--- src/rtl/mux_arbiter.sv ---
// Round-robin 4-way arbiter driving a registered 4:1 mux select/enable.
// Optional MUX_ARB_TIMEOUT_EN bounds each grant to TIMEOUT cycles.
module mux_arbiter #(
  parameter int unsigned TIMEOUT = 8
) (
  input  logic       clk,
  input  logic       rst,
  input  logic [3:0] req,
  input  logic       en,
  output logic [3:0] gnt,
  output logic [1:0] sel,
  output logic       mux_en,
  output logic       busy
);

  localparam logic S_IDLE  = 1'b0;
  localparam logic S_GRANT = 1'b1;

  logic       state_q, state_d;
  logic [1:0] ptr_q, ptr_d;
  logic [3:0] gnt_q, gnt_d;
  logic [1:0] sel_q, sel_d;
  logic       men_q, men_d;

  logic [1:0] win;
  logic       win_vld;
  logic [1:0] idx;
  logic       to_hit;
  logic       rel;

  // Pick first requester at or after ptr; scan high offset to low
  always_comb begin
    win     = ptr_q;
    win_vld = 1'b0;
    idx     = ptr_q;
    for (int i = 3; i >= 0; i--) begin
      idx = ptr_q + 2'(i);
      if (req[idx]) begin
        win     = idx;
        win_vld = 1'b1;
      end
    end
  end

`ifdef MUX_ARB_TIMEOUT_EN
  logic [7:0] cnt_q, cnt_d;

  // Hold counter: zero on the first grant cycle, +1 per grant cycle
  always_comb begin
    cnt_d = cnt_q;
    if (state_q == S_IDLE) cnt_d = 8'd0;
    else                   cnt_d = cnt_q + 8'd1;
  end

  // Hold counter register
  always_ff @(posedge clk) begin
    if (rst) cnt_q <= 8'd0;
    else     cnt_q <= cnt_d;
  end

  assign to_hit = (state_q == S_GRANT) && (cnt_q == 8'(TIMEOUT - 1));
`else
  // Grant duration is unlimited; TIMEOUT only matters with the timeout build
  assign to_hit = 1'b0 & (TIMEOUT > 255);
`endif

  assign rel = !en || !req[sel_q] || to_hit;

  // Next-state: grant from IDLE, hold or release in GRANT
  always_comb begin
    state_d = state_q;
    ptr_d   = ptr_q;
    gnt_d   = gnt_q;
    sel_d   = sel_q;
    men_d   = men_q;
    unique case (state_q)
      S_IDLE: begin
        if (en && win_vld) begin
          state_d = S_GRANT;
          gnt_d   = 4'b0001 << win;
          sel_d   = win;
          men_d   = 1'b1;
        end else begin
          gnt_d = 4'b0000;
          sel_d = 2'd0;
          men_d = 1'b0;
        end
      end
      S_GRANT: begin
        if (rel) begin
          state_d = S_IDLE;
          ptr_d   = sel_q + 2'd1;
          gnt_d   = 4'b0000;
          sel_d   = 2'd0;
          men_d   = 1'b0;
        end
      end
      default: state_d = S_IDLE;
    endcase
  end

  // State and registered outputs
  always_ff @(posedge clk) begin
    if (rst) begin
      state_q <= S_IDLE;
      ptr_q   <= 2'd0;
      gnt_q   <= 4'b0000;
      sel_q   <= 2'd0;
      men_q   <= 1'b0;
    end else begin
      state_q <= state_d;
      ptr_q   <= ptr_d;
      gnt_q   <= gnt_d;
      sel_q   <= sel_d;
      men_q   <= men_d;
    end
  end

  assign gnt    = gnt_q;
  assign sel    = sel_q;
  assign mux_en = men_q;
  assign busy   = (state_q == S_GRANT);

endmodule
--- config.mk ---
export PLATFORM = sky130hd
export DESIGN_NAME = mux_arbiter
export DESIGN_NICKNAME = d
export VERILOG_FILES = /design/src/rtl/mux_arbiter.sv
export SDC_FILE = /design/constraint.sdc
export NUM_CORES = 1
export LEC_CHECK = 0
export ABC_AREA = 1
export CORE_ASPECT_RATIO = 1.1
export CORE_MARGIN = 2
export CORE_UTILIZATION = 39
export CTS_BUF_LIST = sky130_fd_sc_hd__clkbuf_8
export CTS_CLUSTER_DIAMETER = 60
export DETAILED_ROUTE_END_ITERATION = 10
export PLACE_DENSITY = 0.64
export RECOVER_POWER = 100
export SYNTH_ARGS = -nofsm -noshare
export SYNTH_HDL_FRONTEND = slang
export SYNTH_SLANG_ARGS = --single-unit
--- constraint.sdc ---
create_clock -name clk -period 2.6 [get_ports clk]
set_input_delay 0.52 -clock clk [delete_from_list [all_inputs] [get_ports clk]]
set_output_delay 0.52 -clock clk [all_outputs]
set_load 0.1 [all_outputs]
* Yosys cells after proc, flatten, opt, wreduce, memory -nomap -nowiden
Cells that the tools add are included.
Storage, ports and cells: register bits 10, input bits 7, word-level logic and storage cells 51
Cells by class: add/sub/neg operators 4, magnitude comparators 5, equality and inequality tests 1, shifts and indexed selects 1, muxes and demuxes 29, bitwise operators 1, reductions and logical operators 5
Operators with widths (number):
- $lt A2 B3 Y1 const B | 5
- $mux W1 | 12
- $mux W2 | 6
- $bmux W1 S2 | 5
- $mux W4 | 2
- $pmux W4 S2 | 1
- $add A2 B1 Y2 const B | 2
- $add A2 B2 Y2 const B | 2
- $pmux W1 S2 | 2
- $pmux W2 S2 | 1
- $shl A1 B2 Y4 const A | 1
- $logic_not A1 Y1 | 2
- $ne A2 B1 Y1 const B | 1
- $reduce_and A2 Y1 | 1
- $logic_and A1 B1 Y1 | 1
- $logic_or A1 B1 Y1 | 1
- $not A1 Y1 | 1

* Logic depth before layout (Yosys ltp)
word-level depth 10, gate-level depth with buffers 12

* Least setup slack after synthesis
Ideal clock, no wire load.
kind register to register, start point reg sel_q[0], in the netlist sel[0], end point reg men_q, in the netlist mux_en, library setup time 0.061 ns, arrival 1.873 ns, slack 0.667 ns, cell stages (with the launch flop) 8, cells stage by stage dfxtp_1 -> o21ai_0 -> o21ai_1 -> nand2_1 -> nor2_4 -> nor2_2 -> nor2_2 -> o21a_1
Between the ends: word-level cells in the longest chain between the ends 5
Ends and longest elaborated chain:
- from (decl) | RTL line 22 | logic [1:0] sel_q, sel_d;
- from (signal assigned) | RTL line 114 | sel_q <= sel_d;
- $bmux W1 S2 | RTL line 67 | assign rel = !en || !req[sel_q] || to_hit;
- $mux W1 (implied by the code) | RTL line 67
- $logic_not A1 Y1 | RTL line 67
- $logic_or A1 B1 Y1 | RTL line 67
- $ne A2 B1 Y1 (no source line)
- to (signal assigned) | RTL line 115 | men_q <= men_d;
- to (decl) | RTL line 23 | logic men_q, men_d;
Every way passes these cells. The select of a mux whose other input is x is not followed. A chain may end at the register's enable or synchronous reset.

* Worst setup path in the final report
start point in req[1], end point reg men_q, in the netlist mux_en
Between the ends: word-level cells in the longest chain between the ends 9, elaborated cells between the ends (all ways) 20
Ends and longest elaborated chain:
- from (decl) | RTL line 8 | input logic [3:0] req,
- $bmux W1 S2 | RTL line 38 | if (req[idx]) begin
- $mux W1 (implied by the code) | RTL line 38
- $mux W1 (4 in series) | RTL line 38
- $logic_and A1 B1 Y1 | RTL line 78 | if (en && win_vld) begin
- $mux W1 | RTL line 78
- $pmux W1 S2 | RTL line 76 | unique case (state_q)
Parallel ways exist; a longest one is shown, timed or not. The select of a mux whose other input is x is not followed.

==> out/summary.md <==
The number of pins exceeding their max-slew limit in the final report was 0. The logs give 0.502 for the final design utilization and 0 for the count of synthesis-stage warnings from yosys. Clock tree synthesis selected as its root buffer the cell sky130_fd_sc_hd__clkbuf_8. The setup TNS is 0 ns. The largest driver fanout on the critical path is 7. The run gives 0.354 mV as the maximum vdd drop. The run gives 5 as the length of the first detailed-routing pass in iterations.

The initial core utilization is 0.426. The number of levels the H-tree was split into is 1, and the sequential cell area fraction in the yosys report is 0.291. Setup violations remaining at the end of the flow were counted as 0. The number of distinct library cells after synthesis is 21, and the worst setup timing slack at the placement stage is 0.565 ns. Summing over every cut layer, the via total after detailed routing is 709. The fraction of the mapped netlist area in compound gates is 0.175. By area the synthesized netlist is led by sky130_fd_sc_hd__dfxtp_1 29%, sky130_fd_sc_hd__nand2_1 21%, sky130_fd_sc_hd__nand3_1 5.8%. The number of failing hold endpoints at the final stage came out at 0. The achievable frequency was 0.474 GHz.

The cell accounting for the most synthesized area is sky130_fd_sc_hd__dfxtp_1. The clock passes through at most 2 buffers. In this run the mean area of a mapped cell was 6.42 µm².

The final clock period utilization by the worst path was 0.811; the delay of the slowest cell on the worst path was 0.54 ns. After detailed routing, the average wire length per cell comes to 10.8 µm. The setup slack of the critical path after layout was 0.492 ns; the clock tree skew after final layout was 0.00366 ns. The power dissipated by switching net loads is 0.000226 W, and the number of global-route vias before repair is 594.

The tools report the headroom to the max-slew limit as 0.223. Walking the worst path, the cells encountered are dlygate4sd3_1, inv_1, a21oi_1, o21ai_0, o21ai_0, nand2_1, nor2_1, nor2_2, nor2_1, o21a_1. The clock net in this run drives a total of 10 sinks. The share of cells above drive strength 1 works out to 0.156.

In the routed design, unresolved DRC markers number 0. Pin placement for this block handled 15 I/O pins. The category of the critical setup timing path was in2reg.

Startpoint kind of the worst setup timing path: an input port. The fraction of the mapped netlist area in simple logic gates was 0.417. The core region is 0.00161 mm². The transition time at the pin with the least slew margin is 1.17 ns, and the proportion of total power due to net switching is 0.413. The final layout contains routed wiring with a total length of 1500 µm.

The die covers 0.00211 mm². The vertical die dimension was 48.0 µm; the adder-cell area share of the yosys netlist was 0. The worst setup path is captured at a flip-flop. The tightest min-delay check is of the reg2reg type.

Dominant combinational cell family by area after synthesis: simple AND/OR/NAND/NOR gates. The synthesized-area fraction occupied by xor and xnor cells is 0.0128. The count of buffers added on input and output ports is 14. The number of instances in the synthesized netlist was 107. The run gives 0.375 nW as the leakage component of the power. The clock share of power is 0.284, and the portion of synthesized cell area occupied by the leading cell type is 0.291. The global routing usage summed across all routing layers was 0.162. For the number of antenna violations at the first check in global routing, the log shows 0. The master of the slowest instance on the critical path is sky130_fd_sc_hd__dlygate4sd3_1.

Across the run, the number of max-cap violations was 0. The post-synthesis mux area share is 0. The buffer count from post-CTS setup fixing is 0. Counting flops and latches in the post-synthesis netlist gives 10.

The count of nets left with antenna violations once routing finished came out at 0. The area growth from synthesis to layout was 18.0%. Power spread over the standard cell area amounts to 675 mW/mm². After clock tree synthesis, the clock-pin slew on the worst setup and hold paths is 0.04 ns. Once detailed placement completed, the half-perimeter wirelength came to 1220 µm. Hold repair after CTS inserted 0 buffers.

Synthesis produced a netlist with a net count of 114. Clock tree synthesis inserted a total of 3 buffers. The endpoint required time on the critical path is 2.78 ns, and the post-cts resize count is 0. After global routing the overflow that remains totals 0. Entering global routing, the biggest net connects 12 pins. Internal cell power: 0.000321 W. At the later pin of the worst-skew pair, clock insertion delay measures 0.23 ns. The first global-routing pass estimated 2470 µm of wire. The number of DRC markers in iteration 0 came out at 14. The flow ran to the end, and the final reports show no timing, DRC or antenna violations. 0 antenna diodes ended up in the layout.

Using the TritonRoute via totals, the vias-per-cell ratio works out to 5.10. The logs give 0.387 for the share of power burned in combinational logic and 15 for the standard-cell row count. The arrival time of data at the critical path endpoint came out at 2.29 ns. Sequential share of power: 0.329.

The net count of the finished layout is 131. The chip width was 44.0 µm; the post-synthesis cell area was 687 µm². Setup repair after global routing left no endpoint under its margin. The minimum clock period is 2.11 ns. TritonCTS built the clock tree. The final weighted congestion in routability-driven placement came out at 0.903.
area by class of cell:
type | count | area, µm²
flip-flops and latches | 10 | 200
well taps | 17 | 21.3
clock buffers | 3 | 41.3
fillers | 176 | 803
multi-input cells | 81 | 405
repair buffers | 14 | 90.1
inverters | 14 | 52.6
path summary, 6_finish.rpt:
kind / from / depth (start not counted) / end / slack [ns]
max: req[1] / 10 / mux_en$_SDFFE_PP0P_ / 0.49
min: gnt[0]$_SDFFE_PP0P_ / 2 / gnt[0]$_SDFFE_PP0P_ / 0.46
max reg2reg: ptr_q[0]$_SDFFE_PP0P_ / 9 / mux_en$_SDFFE_PP0P_ / 0.86
min reg2reg: gnt[0]$_SDFFE_PP0P_ / 2 / gnt[0]$_SDFFE_PP0P_ / 0.46
cell families after synthesis:
group / count (synthesis)
buffers and inverters: 16
AO/OA/AOI/OAI: 18
AND/OR/NAND/NOR: 62
XOR/XNOR: 1
flip-flops: 10
per-stage QoR:
stage	power [W]	area, µm²	std cells	hold WS [ns]
floorplan	0.000361	687	107	0.533
global placement	0.000402	810	136	0.453
detailed placement	0.000404	810	136	0.459
CTS	0.000565	851	139	0.466
global route	0.000581	811	139	0.485
finish	0.000547	811	139	0.462
metal layers:
layer / part of all wire / GRT usage / vias up
met5: 0 / 0 / -
met4: 0.018 / 0.0909 / 0
met3: 0.037 / 0.0226 / 5
met2: 0.48 / 0.271 / 20
met1: 0.46 / 0.202 / 313
li1: - / - / 371
cell usage after synthesis:
cell,n
sky130_fd_sc_hd__nand2_1,38
sky130_fd_sc_hd__dfxtp_1,10
sky130_fd_sc_hd__inv_1,9
sky130_fd_sc_hd__nand3_1,8
sky130_fd_sc_hd__a21oi_1,7
sky130_fd_sc_hd__inv_2,5
sky130_fd_sc_hd__nand2_2,5
sky130_fd_sc_hd__nor2_1,5
sky130_fd_sc_hd__o21ai_0,4
sky130_fd_sc_hd__nand3_2,3
sky130_fd_sc_hd__a211oi_1,2
sky130_fd_sc_hd__nor2_2,2
sky130_fd_sc_hd__a22oi_1,1
sky130_fd_sc_hd__a31oi_4,1
sky130_fd_sc_hd__buf_4,1
sky130_fd_sc_hd__buf_6,1
sky130_fd_sc_hd__nor2_4,1
sky130_fd_sc_hd__o21a_1,1
sky130_fd_sc_hd__o21ai_1,1
sky130_fd_sc_hd__o21ai_2,1
sky130_fd_sc_hd__xor2_1,1
flip-flops by register name (all words and copies together), names as in the netlist:
| register | flops |
|---|---|
| busy | 1 |
| gnt | 4 |
| mux_en | 1 |
| ptr_q | 2 |
| sel | 2 |
critical path: cells and delay by family:
kind	cells	cell delay [ns]
and+or+nand+nor	4	0.74
AOI/OAI and AO/OA	4	0.42
buffers and inverters	2	0.61
power by group through the flow:
stage | sequential, W | combinational, W | clock, W
floorplan | 0.000241 | 0.000120 | 0
global placement | 0.000182 | 0.000219 | 0
detailed placement | 0.000183 | 0.000222 | 0
CTS | 0.000180 | 0.000223 | 0.000162
global route | 0.000182 | 0.000232 | 0.000167
finish | 0.000180 | 0.000212 | 0.000155
layout by cell type, fill, tap and decap left out:
cell type and instances:
sky130_fd_sc_hd__dlygate4sd3_1 1, sky130_fd_sc_hd__inv_2 5, sky130_fd_sc_hd__nand3_2 3, sky130_fd_sc_hd__inv_1 9, sky130_fd_sc_hd__o21ai_2 1, sky130_fd_sc_hd__nand2_2 5
sky130_fd_sc_hd__a21oi_1 7, sky130_fd_sc_hd__dfxtp_1 10, sky130_fd_sc_hd__xor2_1 1, sky130_fd_sc_hd__nand3_1 8, sky130_fd_sc_hd__o21ai_0 5, sky130_fd_sc_hd__clkdlybuf4s50_1 5
sky130_fd_sc_hd__clkbuf_8 3, sky130_fd_sc_hd__nor2_1 7, sky130_fd_sc_hd__clkbuf_1 8, sky130_fd_sc_hd__nor2_2 1, sky130_fd_sc_hd__nand2_1 38, sky130_fd_sc_hd__a31oi_4 1
sky130_fd_sc_hd__a22oi_1 1, sky130_fd_sc_hd__o21a_1 1, sky130_fd_sc_hd__a211oi_1 2
Power figures use the tool's default switching activity.
